$ cat src/rtl/alu_div_seq.sv
// Sequential unsigned divider: one subtract per clock, START/BUSY/DONE handshake.
// Define ALU_DIV_REM_EN to drive REM; otherwise REM is tied to zero.
module alu_div_seq #(
  parameter int WIDTH = 8
) (
  input  logic             CLK,
  input  logic             CLR_N,
  input  logic             START,
  input  logic [WIDTH-1:0] A,
  input  logic [WIDTH-1:0] B,
  output logic             BUSY,
  output logic             DONE,
  output logic [WIDTH-1:0] QUO,
  output logic [WIDTH-1:0] REM,
  output logic             DZ
);

  typedef enum logic [1:0] {
    S_IDLE = 2'd0,
    S_SUB  = 2'd1,
    S_DONE = 2'd2
  } state_t;

  state_t           state;
  logic [WIDTH-1:0] a_r;
  logic [WIDTH-1:0] b_r;
  logic [WIDTH-1:0] cnt;
  logic [WIDTH-1:0] quo_r;
  logic             dz_r;
  logic             busy_r;
  logic             done_r;
`ifdef ALU_DIV_REM_EN
  logic [WIDTH-1:0] rem_r;
`endif

  always_ff @(posedge CLK or negedge CLR_N) begin
    if (!CLR_N) begin
      state  <= S_IDLE;
      a_r    <= '0;
      b_r    <= '0;
      cnt    <= '0;
      quo_r  <= '0;
      dz_r   <= 1'b0;
      busy_r <= 1'b0;
      done_r <= 1'b0;
`ifdef ALU_DIV_REM_EN
      rem_r  <= '0;
`endif
    end else begin
      case (state)
        S_IDLE: begin
          done_r <= 1'b0;
          if (START) begin
            a_r    <= A;
            b_r    <= B;
            cnt    <= '0;
            busy_r <= 1'b1;
            if (B == '0) begin
              // Divide by zero finishes immediately with saturated quotient.
              state  <= S_DONE;
              done_r <= 1'b1;
              quo_r  <= '1;
              dz_r   <= 1'b1;
`ifdef ALU_DIV_REM_EN
              rem_r  <= A;
`endif
            end else begin
              state <= S_SUB;
            end
          end
        end
        S_SUB: begin
          // Compare before subtracting so a_r never underflows.
          if (a_r >= b_r) begin
            a_r <= a_r - b_r;
            cnt <= cnt + WIDTH'(1);
          end else begin
            state  <= S_DONE;
            done_r <= 1'b1;
            quo_r  <= cnt;
            dz_r   <= 1'b0;
`ifdef ALU_DIV_REM_EN
            rem_r  <= a_r;
`endif
          end
        end
        S_DONE: begin
          state  <= S_IDLE;
          done_r <= 1'b0;
          busy_r <= 1'b0;
        end
        default: begin
          state  <= S_IDLE;
          done_r <= 1'b0;
          busy_r <= 1'b0;
        end
      endcase
    end
  end

  assign BUSY = busy_r;
  assign DONE = done_r;
  assign QUO  = quo_r;
  assign DZ   = dz_r;
`ifdef ALU_DIV_REM_EN
  assign REM  = rem_r;
`else
  assign REM  = '0;
`endif

endmodule

$ cat config.mk
export PLATFORM = sky130hd
export DESIGN_NAME = alu_div_seq
export DESIGN_NICKNAME = d
export VERILOG_FILES = /design/src/rtl/alu_div_seq.sv
export SDC_FILE = /design/constraint.sdc
export NUM_CORES = 1
export LEC_CHECK = 0
export ABC_AREA = 1
export CORE_ASPECT_RATIO = 1.25
export CORE_MARGIN = 4
export CORE_UTILIZATION = 50
export CTS_BUF_LIST = sky130_fd_sc_hd__clkbuf_2 sky130_fd_sc_hd__clkbuf_4 sky130_fd_sc_hd__clkbuf_8
export CTS_CLUSTER_DIAMETER = 80
export DETAILED_ROUTE_END_ITERATION = 10
export GPL_TIMING_DRIVEN = 0
export HOLD_SLACK_MARGIN = 0.06
export PLACE_DENSITY = 0.83
export SLEW_MARGIN = 20
export SYNTH_ARGS = -nofsm -noshare
export SYNTH_HDL_FRONTEND = slang
export SYNTH_SLANG_ARGS = --single-unit
export TNS_END_PERCENT = 20
$ cat constraint.sdc
create_clock -name CLK -period 2 [get_ports CLK]
set_input_delay 0.4 -clock CLK [delete_from_list [all_inputs] [get_ports CLK]]
set_output_delay 0.4 -clock CLK [all_outputs]
set_load 0.05 [all_outputs]
Word-level counts from Yosys, hierarchy flattened
Index checks and enable logic that the tools add are counted.

cells by class
  add/sub/neg operators = 2
  order comparisons = 1
  equal/unequal tests = 5
  multiplexer cells = 24
  bitwise logic cells = 1
  reductions and logical operators = 8

operators by type and width
  cell                                            count
  two-way mux 8 bit                               7
  one-hot mux 8 bit (2 select lines)              3
  adder 8 x 1 -> 8 bit (second input constant)    1
  >= comparator 8 bit                             1
  logical NOT 8 bit                               1
  != test 2 bit (second input constant)           4
  subtractor 8 bit                                1
  two-way mux 1 bit                               7
  two-way mux 2 bit                               3
  one-hot mux 1 bit (2 select lines)              3
  AND reduction 2 bit                             3
  one-hot mux 2 bit (2 select lines)              1
  AND reduction 4 bit                             1
  AND reduction 3 bit                             1
  == test 2 x 1 -> 1 bit (second input constant)  1
  logical NOT 2 bit                               1
  nonzero test 2 bit                              1
  NOT 1 bit                                       1

storage, ports and cells
  register bits = 37
  input port bits = 19
  output and inout port bits = 19
  logic and storage cells = 49

Longest topological paths before layout
Gate-level depths: netlist of the first run.

  depth after elaboration = 4
  depth in mapped cells = 13
  depth with buffers taken out = 13

Worst setup path after synthesis of the first run
OpenSTA, ideal clock, no wires.

  path type = register to register
  start = register a_r[0]
  end = register a_r[7]
  setup time = 117 ps
  arrival = 1765 ps
  required time = 1883 ps
  path slack = 118 ps
  cell stages (with the launch flop) = 14
  buffers on the path = 1
  clock period less this slack = 1882 ps
  cell sequence = dfrtp_1 > inv_1 > ha_1 > inv_1 > fa_1 > nand2_1 > nand2_2 > nand3_2 > nand3_2 > nand2_4 > nand2_8 > buf_8 > nand3_2 > nand2_1

on the way
  word-level cells in the longest chain between the ends = 3
  elaborated cells on any way between the ends = 6
  classes of those cells = add/sub: 1; order compare: 1; eq/ne: 1; mux: 2; reduce/logical: 1

RTL lines
  element                                                                           line    source
  from (decl)                                                                       25      logic [WIDTH-1:0] a_r;
  from (signal assigned)                                                            75      a_r <= a_r - b_r;
  subtractor 8 bit / >= comparator 8 bit (equally long branches)                    75, 74
  two-way mux 8 bit / != test 2 bit (equally long branches)                         -
  one-hot mux 8 bit (2 select lines) / AND reduction 3 bit (equally long branches)  -

Parallel ways exist; a longest one is shown, timed or not. The select of a mux whose other input is x is not followed.
A chain may end at the register's enable or synchronous reset.

Final worst setup path of the first run
  start = register a_r[0]
  end = register cnt[3]

on the way
  word-level cells in the longest chain between the ends = 3

RTL lines
  element                               line  source
  >= comparator 8 bit                   74    if (a_r >= b_r) begin
  != test 2 bit (no source line)        -
  AND reduction 3 bit (no source line)  -
  to (signal assigned)                  76    cnt <= cnt + WIDTH'(1);
  to (decl)                             27    logic [WIDTH-1:0] cnt;

Every way passes these cells.

==> results.yml, run 1 <==
synth:
  synth_area_per_cell_sq_um: 7.655
  ys_ff_latch: 37
  ys_types: 33
  async_flop_share: 1.000
  yosys_warnings: 0
  synth-edff-count: 0
  synthesis.area_sq_um: 2266
  yosysSeqAreaShare: 0.4086
  syn_inst: 296
  synth_ff_type: "dfrtp_1"
cells_and_area:
  multi_input_area_sq_um: 1117
  antenna_cells: 0
  nets: 373
  drive_gt1_frac: 0.1420
  seq_area_sq_um: 925.9
  nFillCells: 393
  synthToLayoutAreaGrowth_pct: 26.67
power:
  p_sw_w: 0.0003489
  intPower_w: 0.001298
  power_density_nw_per_um2: 573.7
  swShare: 0.2118
  combPwrFrac: 0.065
  p_leak_nw: 1.417
  total_power_w: 0.001647
  ir_worst_vdd_mv: 0.5337
  clkPwrFrac: 0.481
  pwr-share-seq: 0.454
global_route:
  gr-usage-met1: 0.2116
  use_met3: 0.03654
  track_usage: 0.1815
  grt_most_used_layer: "met2"
  grt_pass1_wl_um: 8100
  use_met2: 0.3211
  antenna_found_initial: 0
  first_global_vias: 1898
  grt_overflow_total: 0
  grt_max_degree: 24
sta:
  fin_crit_ns: 1.915
  period_share: 0.9575
  hold_viol: 0
  fin_tns_setup_ns: 0
  fin_skew_ns: 0.008499
  finalMaxSlewViolations: 0
  max_freq_mhz: 522.2
  whs_ns: 0.4717
  finalSetupViolations: 0
hold_path:
  hold_start: "QUO[2]"
  hold_path_depth: 2
  min_to: "QUO[2]"
  min_path_type: "reg -> reg"
critical_path:
  cp_slowest_cell: "dfrtp_1"
  cp.buffers_inverters: 2
  r2r-start: "a_r[0]"
  path_delay_family: "simple AND/OR/NAND/NOR gates"
  critPathArrivalTime_ns: 2.09
  setup.worst_path.start_class: "flop"
  critPathRequiredTime_ns: 2.17
  reg2reg_slack_ns: 0.09
  path_cells: "inv_2 > ha_1 > inv_2 > fa_2 > nand2_1 > nand2_2 > nand3_2 > nand3_4 > nand2_8 > nand2_8 > nand2_1 > o21ai_0"
  endpoint_kind: "flop"
  cpPeakStageDelay_ns: 0.38
  r2r-end: "cnt[3]"
  worst-path-max-fanout: 18
  critical_path_class: "reg -> reg"
  reg2regPathDepth: 12
flow_run:
  drv_cap: 0
drt:
  vias: 1983
  drt_wl_total_um: 4720
  drc: 0
  detail-route-antenna-nets: 0
  vias_per_cell: 4.921
  drtIter0Drc: 83
  wl_per_cell_um: 11.71
  firstDrtPassIters: 4
clock_network:
  clk_latency_ns: 0.30
  h-tree-depth: 2
  cts_max_path_buffers: 2
  cts_tree: "done"
  cts_root_buffer: "clkbuf_8"
  cts-buffers-inserted: 5
  clock_sinks: 37
  clk_pin_slew_ns: 0.08
floorplanning:
  start_util: 0.5160
  die_w_um: 68.21
  core_sq_um: 4392
  die_height_um: 83.27
  pin_count: 38
  placementRows: 27
  fp.dieArea_sq_um: 5680
placed_design:
  port_buffers: 29
  finalWeightedCongestion: 0.8762
  dp_hpwl_um: 3600
run_status:
  outcome: "finished clean"
what timing repair did:
| action | in CTS | in global routing |
|---|---|---|
| setup buffers | 3 | 1 |
| gates cloned | 0 | 0 |
| gates resized for setup | 3 | 7 |
| pin swaps | 2 | 2 |
| hold buffers | 1 | 0 |
| hold endpoints to repair | 14 | 0 |
| setup endpoints to repair | 20 | 27 |
worst reg2reg max path: cells and delay by family (launching register included):
family                     cells  cell delay (ns)
and+or+nand+nor                7             0.71
DFF                            1             0.38
adders and majority gates      2             0.50
buffers and inverters          2             0.11
AOI/OAI and AO/OA              1             0.08
metrics by stage:
step | setup slack (ns) | utilization | instances | instance area [sq um]
6_report | 0.08502 | 0.6536 | 403 | 2870
5_1_grt | -0.03110 | 0.6536 | 403 | 2870
4_1_cts | 0.01988 | 0.6464 | 402 | 2839
3_5_place_dp | -0.07413 | 0.6097 | 391 | 2678
3_3_place_gp | -0.3108 | 0.6046 | 390 | 2655
2_1_floorplan | 0.1184 | - | 303 | 2292
flip-flops by register name (all words and copies together) (netlist names):
| register | flops |
|---|---|
| BUSY | 1 |
| cnt | 8 |
| a_r | 8 |
| b_r | 8 |
| QUO | 8 |
| DONE | 1 |
| DZ | 1 |
| state | 2 |
Yosys cell counts, types with 2 or more instances:
library cell | number | area (sq um)
a21oi_1 | 3 | 15.01
buf_2 | 4 | 20.02
buf_4 | 9 | 67.56
clkbuf_1 | 2 | 7.510
dfrtp_1 | 37 | 925.9
ha_1 | 9 | 112.6
inv_1 | 39 | 146.4
nand2_1 | 93 | 349.1
nand2_2 | 2 | 12.51
nand3_1 | 32 | 160.2
nand3_2 | 3 | 30.03
nand3b_1 | 3 | 22.52
nand4_1 | 4 | 25.02
nor2_1 | 12 | 45.04
o21ai_0 | 16 | 80.08
o21ai_1 | 2 | 10.01
o21ai_2 | 3 | 26.28
or2_2 | 3 | 18.77
xnor2_1 | 2 | 17.52
xor2_1 | 5 | 43.79
power groups by stage:
stage	Clock, W	Combinational [W]	Sequential, W
after floorplan	0	0.0000495	0.000762
after global placement	0	0.000100	0.000762
after detailed placement	0	0.000107	0.000762
after CTS	0.000802	0.000108	0.000747
after global routing	0.000830	0.000116	0.000747
final	0.000792	0.000107	0.000747
kinds of logic (layout without fill, tap and decap cells):
logic type,Yosys count,in the layout,share of synthesized area
AND/OR/NAND/NOR,158,158,0.3214
buffers and inverters,58,100,0.1215
flip-flops,37,37,0.4086
AO/OA/AOI/OAI,25,25,0.06130
adder cells (fa/ha/maj),10,10,0.05853
XOR/XNOR,7,7,0.02706
other,1,8,0.001655
cell usage in the layout, fill, tap and decap left out, types with 5 or more instances in the layout:
| master | count |
|---|---|
| buf_2 | 5 |
| buf_4 | 12 |
| clkbuf_8 | 5 |
| clkdlybuf4s50_1 | 28 |
| conb_1 | 8 |
| dfrtp_1 | 37 |
| ha_1 | 9 |
| inv_1 | 37 |
| nand2_1 | 92 |
| nand3_1 | 32 |
| nor2_1 | 12 |
| o21ai_0 | 14 |
| xor2_1 | 5 |
how the worst max path moves through the flow:
stage               slack [ns]  endpoint  startpoint  cells past startpoint
global route             -0.03    cnt[3]      a_r[0]                     12
finish                    0.09    cnt[3]      a_r[0]                     12
floorplan                 0.12    a_r[7]      a_r[0]                     13
CTS                       0.02    cnt[7]      a_r[0]                     12
detailed placement       -0.07    a_r[7]      a_r[0]                     13
global placement         -0.31    QUO[5]       CLR_N                      1
layout make-up:
| class | count | share of cell area |
|---|---|---|
| sequential | 37 | 0.3226 |
| timing repair buffer | 35 | 0.1229 |
| tap | 58 | 0.02528 |
| inverter | 41 | 0.05362 |
| clock inverter | 3 | 0.02398 |
| multi-input combinational | 208 | 0.3893 |
| clock buffer | 5 | 0.02398 |
| buffer | 16 | 0.03836 |
routing by layer:
layer / share of wire / vias to the layer above
li1: - / 1008
met5: 0 / -
met3: 0.067 / 11
met4: 0.020 / 0
met1: 0.39 / 899
met2: 0.53 / 65
Power figures use the tool's default switching activity.
==> inputs of run 2 (changes only) <==
--- a/config.mk
+++ b/config.mk
@@ -11,6 +11,7 @@
 export CORE_UTILIZATION = 50
 export CTS_BUF_LIST = sky130_fd_sc_hd__clkbuf_2 sky130_fd_sc_hd__clkbuf_4 sky130_fd_sc_hd__clkbuf_8
 export CTS_CLUSTER_DIAMETER = 80
+export CTS_CLUSTER_SIZE = 24
 export DETAILED_ROUTE_END_ITERATION = 10
 export GPL_TIMING_DRIVEN = 0
 export HOLD_SLACK_MARGIN = 0.06
==> results of run 2 <==
Same layout as run 1: the final DEF is identical, and so are final timing and power.
